--- config.mk ---
export PLATFORM = sky130hd
export DESIGN_NAME = pulse_divider_mc
export DESIGN_NICKNAME = d
export VERILOG_FILES = /design/src/rtl/pulse_div_pkg.sv /design/src/rtl/pulse_divider_mc_channel.sv /design/src/rtl/pulse_divider_mc.sv
export SDC_FILE = /design/constraint.sdc
export NUM_CORES = 1
export LEC_CHECK = 0
export ABC_AREA = 1
export CORE_ASPECT_RATIO = 1.4
export CORE_MARGIN = 2
export CORE_UTILIZATION = 65
export CTS_BUF_LIST = sky130_fd_sc_hd__clkbuf_8 sky130_fd_sc_hd__clkbuf_16
export DETAILED_ROUTE_END_ITERATION = 12
export GPL_ROUTABILITY_DRIVEN = 0
export PLACE_DENSITY = 0.95
export SLEW_MARGIN = 20
export SYNTH_ARGS = -nofsm -noshare
export SYNTH_HDL_FRONTEND = slang
export SYNTH_SLANG_ARGS = --single-unit
--- constraint.sdc ---
create_clock -name clk -period 6.6 [get_ports clk]
set_input_delay 1.32 -clock clk [delete_from_list [all_inputs] [get_ports clk]]
set_output_delay 1.32 -clock clk [all_outputs]
set_load 0.02 [all_outputs]
--- src/rtl/pulse_div_pkg.sv ---
// Shared constants and helpers for the multi-channel pulse divider.
// Optional per-channel enable is selected with the PULSE_DIV_ENABLE_EN macro.
package pulse_div_pkg;

   localparam int MAX_CHANNELS_C = 16;
   localparam int DEFAULT_DIV_C  = 2;

   // A divisor of zero would never wrap, so it behaves as divide-by-one.
   function automatic logic [31:0] eff_div(input logic [31:0] v);
      return (v == '0) ? 32'd1 : v;
   endfunction

   function automatic int ch_idx_w(input int n);
      return (n > 1) ? $clog2(n) : 1;
   endfunction

endpackage

--- src/rtl/pulse_divider_mc_channel.sv ---
// One divider channel: input synchroniser, rising-edge counter, shadowed divisor.
// The en input is driven from ch_en only when PULSE_DIV_ENABLE_EN is defined.
module pulse_div_channel
   import pulse_div_pkg::*;
#(
   parameter int CNT_W       = 16,
   parameter int SYNC_STAGES = 2,
   parameter int DEFAULT_DIV = DEFAULT_DIV_C
)
(
   input  logic             clk,
   input  logic             rst_n,
   input  logic             pulse_in,
   input  logic             en,
   input  logic             div_wr,
   input  logic [CNT_W-1:0] div_val,
   output logic             tick,
   output logic             pulse_out,
   output logic [CNT_W-1:0] cnt
);

   localparam logic [CNT_W-1:0] ONE   = CNT_W'(1);
   localparam logic [CNT_W-1:0] DEF_C = CNT_W'(eff_div(32'(DEFAULT_DIV)));

   logic [SYNC_STAGES-1:0] r_sync;
   logic                   r_sync_prev;
   logic                   r_tick;
   logic                   r_pulse;
   logic                   r_fresh;
   logic [CNT_W-1:0]       r_cnt;
   logic [CNT_W-1:0]       r_active;
   logic [CNT_W-1:0]       r_shadow;

   logic                   w_sync_out;
   logic                   w_rise;
   logic                   w_wrap;
   logic [CNT_W-1:0]       w_div_eff;
   logic [CNT_W-1:0]       w_shadow_next;
   logic [CNT_W-1:0]       w_cnt_next;

   assign w_sync_out    = r_sync[SYNC_STAGES-1];
   assign w_rise        = en & w_sync_out & ~r_sync_prev;
   assign w_wrap        = w_rise & (r_cnt == (r_active - ONE));
   assign w_div_eff     = CNT_W'(eff_div(32'(div_val)));
   assign w_shadow_next = div_wr ? w_div_eff : r_shadow;
   assign w_cnt_next    = w_wrap ? '0 : (w_rise ? (r_cnt + ONE) : r_cnt);

   always_ff @(posedge clk or negedge rst_n) begin
      if (!rst_n) begin
         r_sync      <= '0;
         r_sync_prev <= 1'b0;
         r_tick      <= 1'b0;
         r_pulse     <= 1'b0;
         r_fresh     <= 1'b1;
         r_cnt       <= '0;
         r_active    <= DEF_C;
         r_shadow    <= DEF_C;
      end else begin
         r_sync      <= {r_sync[SYNC_STAGES-2:0], pulse_in};
         r_sync_prev <= w_sync_out;
         r_shadow    <= w_shadow_next;
         r_tick      <= w_wrap;
         if (!en) begin
            // sync_prev keeps tracking, so enabling while the input is high is not a rise
            r_cnt    <= '0;
            r_pulse  <= 1'b0;
            r_active <= w_shadow_next;
            r_fresh  <= 1'b1;
         end else begin
            r_cnt   <= w_cnt_next;
            r_pulse <= (r_active == ONE) ? w_sync_out : (w_cnt_next >= (r_active >> 1));
            // An idle channel takes a new divisor at once; a running one only at its wrap.
            if (w_wrap || (r_fresh && (r_cnt == '0) && !w_rise))
               r_active <= w_shadow_next;
            if (w_wrap)
               r_fresh <= 1'b1;
            else if (w_rise)
               r_fresh <= 1'b0;
         end
      end
   end

   assign tick      = r_tick;
   assign pulse_out = r_pulse;
   assign cnt       = r_cnt;

endmodule

--- src/rtl/pulse_divider_mc.sv ---
// Multi-channel runtime-programmable edge divider with per-channel divisor writes.
// Define PULSE_DIV_ENABLE_EN to add the ch_en per-channel enable port.
module pulse_divider_mc
   import pulse_div_pkg::*;
#(
   parameter int CHANNELS    = 4,
   parameter int CNT_W       = 16,
   parameter int SYNC_STAGES = 2,
   parameter int DEFAULT_DIV = DEFAULT_DIV_C
)
(
   input  logic                            clk,
   input  logic                            rst_n,
   input  logic [CHANNELS-1:0]             pulse_in,
`ifdef PULSE_DIV_ENABLE_EN
   input  logic [CHANNELS-1:0]             ch_en,
`endif
   input  logic                            div_wr,
   input  logic [ch_idx_w(CHANNELS)-1:0]   div_ch,
   input  logic [CNT_W-1:0]                div_val,
   output logic [CHANNELS-1:0]             tick,
   output logic [CHANNELS-1:0]             pulse_out,
   output logic [CHANNELS*CNT_W-1:0]       cnt
);

   logic [CHANNELS-1:0] w_en;
   logic [CHANNELS-1:0] w_wr;

`ifdef PULSE_DIV_ENABLE_EN
   assign w_en = ch_en;
`else
   assign w_en = '1;
`endif

   for (genvar g = 0; g < CHANNELS; g++) begin : g_ch
      // Indices at or above CHANNELS match no channel, so such writes are dropped.
      assign w_wr[g] = div_wr && (32'(div_ch) == g);

      pulse_div_channel #(
         .CNT_W       (CNT_W),
         .SYNC_STAGES (SYNC_STAGES),
         .DEFAULT_DIV (DEFAULT_DIV)
      ) u_ch (
         .clk       (clk),
         .rst_n     (rst_n),
         .pulse_in  (pulse_in[g]),
         .en        (w_en[g]),
         .div_wr    (w_wr[g]),
         .div_val   (div_val),
         .tick      (tick[g]),
         .pulse_out (pulse_out[g]),
         .cnt       (cnt[g*CNT_W +: CNT_W])
      );
   end

endmodule

==> impl_metrics.json <==
{
  "hold_violations": 0,
  "die_y_um": 176,
  "netlist-cell-type-count": 47,
  "max-cap-violations": 0,
  "final_util": 0.746,
  "cp-start-kind": "flip-flop",
  "finalNonFillerCells": 2212,
  "cts_hold_buf": 0,
  "finalCritPeriodShare": 0.549,
  "setup_viol": 0,
  "worst_slew_pin_slew_ps": 1060,
  "status": "finished, final reports clean",
  "clkTransAtPathRegs_ps": 70,
  "cp_num_buf_inv": 2,
  "dp.cells": 2172,
  "tns_ps": 0,
  "cts_num_sinks": 216,
  "fin_hold_ws_ps": 349,
  "numPortBuffers": 96,
  "async_reset_ff_frac": 1.00,
  "grt_pass1_wl_um": 59400,
  "ir_drop_mv": 0.188,
  "fin_skew_ps": 7.00,
  "cts_made_buffers": 22,
  "grt_start_max_net_pins": 128,
  "rsz0062_at_grt": "no",
  "root_buffer": "clkbuf_16",
  "ff_latch_area_um2": 5420,
  "wl_um": 36000,
  "hpwlAfterDp_um": 26000,
  "vias": 12900,
  "cpPeakStageDelay_ps": 480,
  "ys_seq_elements": 216,
  "mostFrequentLayoutCell": "nand2_1",
  "drt_iter0_markers": 1242,
  "die_area_um2": 22400,
  "syn_area_per_cell_um2": 7.45,
  "clk_latency_ps": 510,
  "fp.dieW_um": 127,
  "grt-ovfl-total": 0,
  "p_leak_nw": 8.28,
  "relSlewSlack": 0.292,
  "drc": 0,
  "critical_path.most_common_cell": "nand2_1",
  "cts_resized": 0,
  "core_area_um2": 21000,
  "synth_flop_cell": "dfrtp_1",
  "wl_per_cell_um": 16.3,
  "path_delay_family": "simple AND/OR/NAND/NOR gates",
  "end_kind": "flip-flop",
  "cts_htree_levels": 1,
  "drt_pass1_iterations": 6,
  "multiInputGateArea_um2": 6960,
  "power_mw": 3.90,
  "worstPathRequired_ps": 6990,
  "synth_cells": 1850,
  "arrival_ps": 4010,
  "initial_core_util": 0.657,
  "timing.fmax_mhz": 276,
  "cts_setup_buffers": 0,
  "final_cell_mix": "nand2_1 (544), inv_1 (281), dfrtp_1 (204), nor2_1 (137), nand3_1 (115)",
  "syn_nets": 1951,
  "ios": 97,
  "drive_above_1_share": 0.0794,
  "fp-row-count": 63,
  "p_per_area_nw_per_um2": 249,
  "fin_nets": 2037,
  "yosysSeqAreaShare": 0.393,
  "mappedNetlistArea_um2": 13800,
  "drv_slew": 0,
  "cts_tree": "yes",
  "path_class": "flip-flop to flip-flop",
  "yosys_warnings": 0,
  "track_usage": 0.323,
  "clockBufferDepth": 3,
  "nFillCells": 1433,
  "viasPerCell": 5.83,
  "slowest_stage": "nand3_1",
  "hold_path.class": "flip-flop to flip-flop",
  "crit_path_max_fanout": 16,
  "area_growth_pct": 13.6,
  "diodes": 0,
  "period_minus_slack_ps": 3620,
  "antenna_found_initial": 0,
  "synth_edf_count": 0,
  "grt_pass1_vias": 12800,
  "ant_nets": 0
}
[worst reg2reg max path, cell delays in order, from the launching register on]
cell      delay, ps
dfrtp_1         420
inv_1           120
ha_1            210
nand2_2         110
nor2_1          230
nand2_1         110
nand3_1         140
nand3_1         110
nor2_1          110
nand3_1         480
o211ai_1        270
inv_1           100
ha_1            290
nand2_1          70
nand2_1          50
nand2_1          70
nand2_1          60
nand2_1          50
nand2_1          60
nand2_1          60
nand2_1          60
nand2_1          60
nand2_1          50
nand2_1          60
nand2_1          40
nand2_1          60
a21oi_1          60
[state kept, by name, summed over array words and instances, names as in the netlist]
register	flops
g_ch.u_ch.r_active	64
g_ch.u_ch.tick	4
g_ch.u_ch.pulse_out	4
g_ch.u_ch.cnt	64
g_ch.u_ch.r_sync_prev	4
g_ch.u_ch.r_shadow	64
g_ch.u_ch.r_sync	8
g_ch.u_ch.r_fresh	4
[cells by family after synthesis]
kind of cell    count (synthesis)  share of synthesized area
compound gates                150                     0.0604
xor+xnor                       93                     0.0597
fa+ha+maj                      76                     0.0690
buf+inv                       342                      0.101
flops                         216                      0.393
simple gates                  973                      0.316
[layout make-up]
type                            instances  share of cell area
Timing Repair Buffer                  101              0.0640
Clock buffer                           25              0.0385
Tap cell                              260              0.0208
Multi-Input combinational cell       1292               0.445
Inverter                              303              0.0727
Clock inverter                         15              0.0128
Sequential cell                       216               0.346
[where the power goes]
part | switching (mW) | internal [mW]
logic | 0.565 | 0.357
registers | 0.140 | 1.46
clock network | 0.526 | 0.849
total | 1.23 | 2.67
[metal layers]
| metal | vias up | wire (um) | track usage |
|---|---|---|---|
| li1 | 5962 | - | - |
| met1 | 6011 | 13000 | 0.371 |
| met2 | 696 | 18400 | 0.573 |
| met3 | 228 | 2510 | 0.0448 |
| met4 | 0 | 2150 | 0.189 |
| met5 | - | 0 | 0 |
[synthesized netlist by cell type (7+ instances only)]
| cell | n | share of area |
|---|---|---|
| inv_1 | 277 | 0.075 |
| xor2_1 | 65 | 0.041 |
| ha_1 | 76 | 0.069 |
| nand2_1 | 544 | 0.15 |
| clkinv_1 | 7 | 0.0019 |
| o21ai_2 | 14 | 0.0089 |
| xnor2_1 | 27 | 0.017 |
| inv_2 | 19 | 0.0052 |
| buf_6 | 7 | 0.0057 |
| dfrtp_1 | 204 | 0.37 |
| clkbuf_1 | 14 | 0.0038 |
| a21oi_1 | 32 | 0.012 |
| nor2_2 | 22 | 0.010 |
| o21ai_0 | 77 | 0.028 |
| nand3_1 | 115 | 0.042 |
| or2_2 | 18 | 0.0082 |
| nand3b_1 | 22 | 0.012 |
| dfstp_2 | 12 | 0.023 |
| nor4_1 | 11 | 0.0050 |
| nand4_1 | 27 | 0.012 |
| buf_4 | 11 | 0.0060 |
| o21ai_1 | 16 | 0.0058 |
| nor2_1 | 137 | 0.037 |
| nor3_1 | 35 | 0.013 |
[per-stage QoR]
step                setup slack (ps)  cell area (um^2)
floorplan                       3650             13800
global placement                3240             14800
detailed placement              3090             14800
CTS                             3050             15700
global route                    2610             15700
finish                          2980             15700
[worst paths after layout]
kind                                                from                      to  slack [ps]  depth (start not counted)
worst max-delay path            g_ch[1].u_ch.r_active[0]  g_ch[1].u_ch.pulse_out        2980                         26
worst min-delay path              g_ch[3].u_ch.r_sync[0]  g_ch[3].u_ch.r_sync[1]         350                          0
worst max register to register  g_ch[1].u_ch.r_active[0]  g_ch[1].u_ch.pulse_out        2980                         26
worst min register to register    g_ch[3].u_ch.r_sync[0]  g_ch[3].u_ch.r_sync[1]         350                          0
max in group asynchronous                          rst_n    g_ch[0].u_ch.cnt[10]        4230                          2
min in group asynchronous                          rst_n  g_ch[2].u_ch.r_sync[0]         950                          1
No activity file was read; power rests on OpenSTA's default activity.
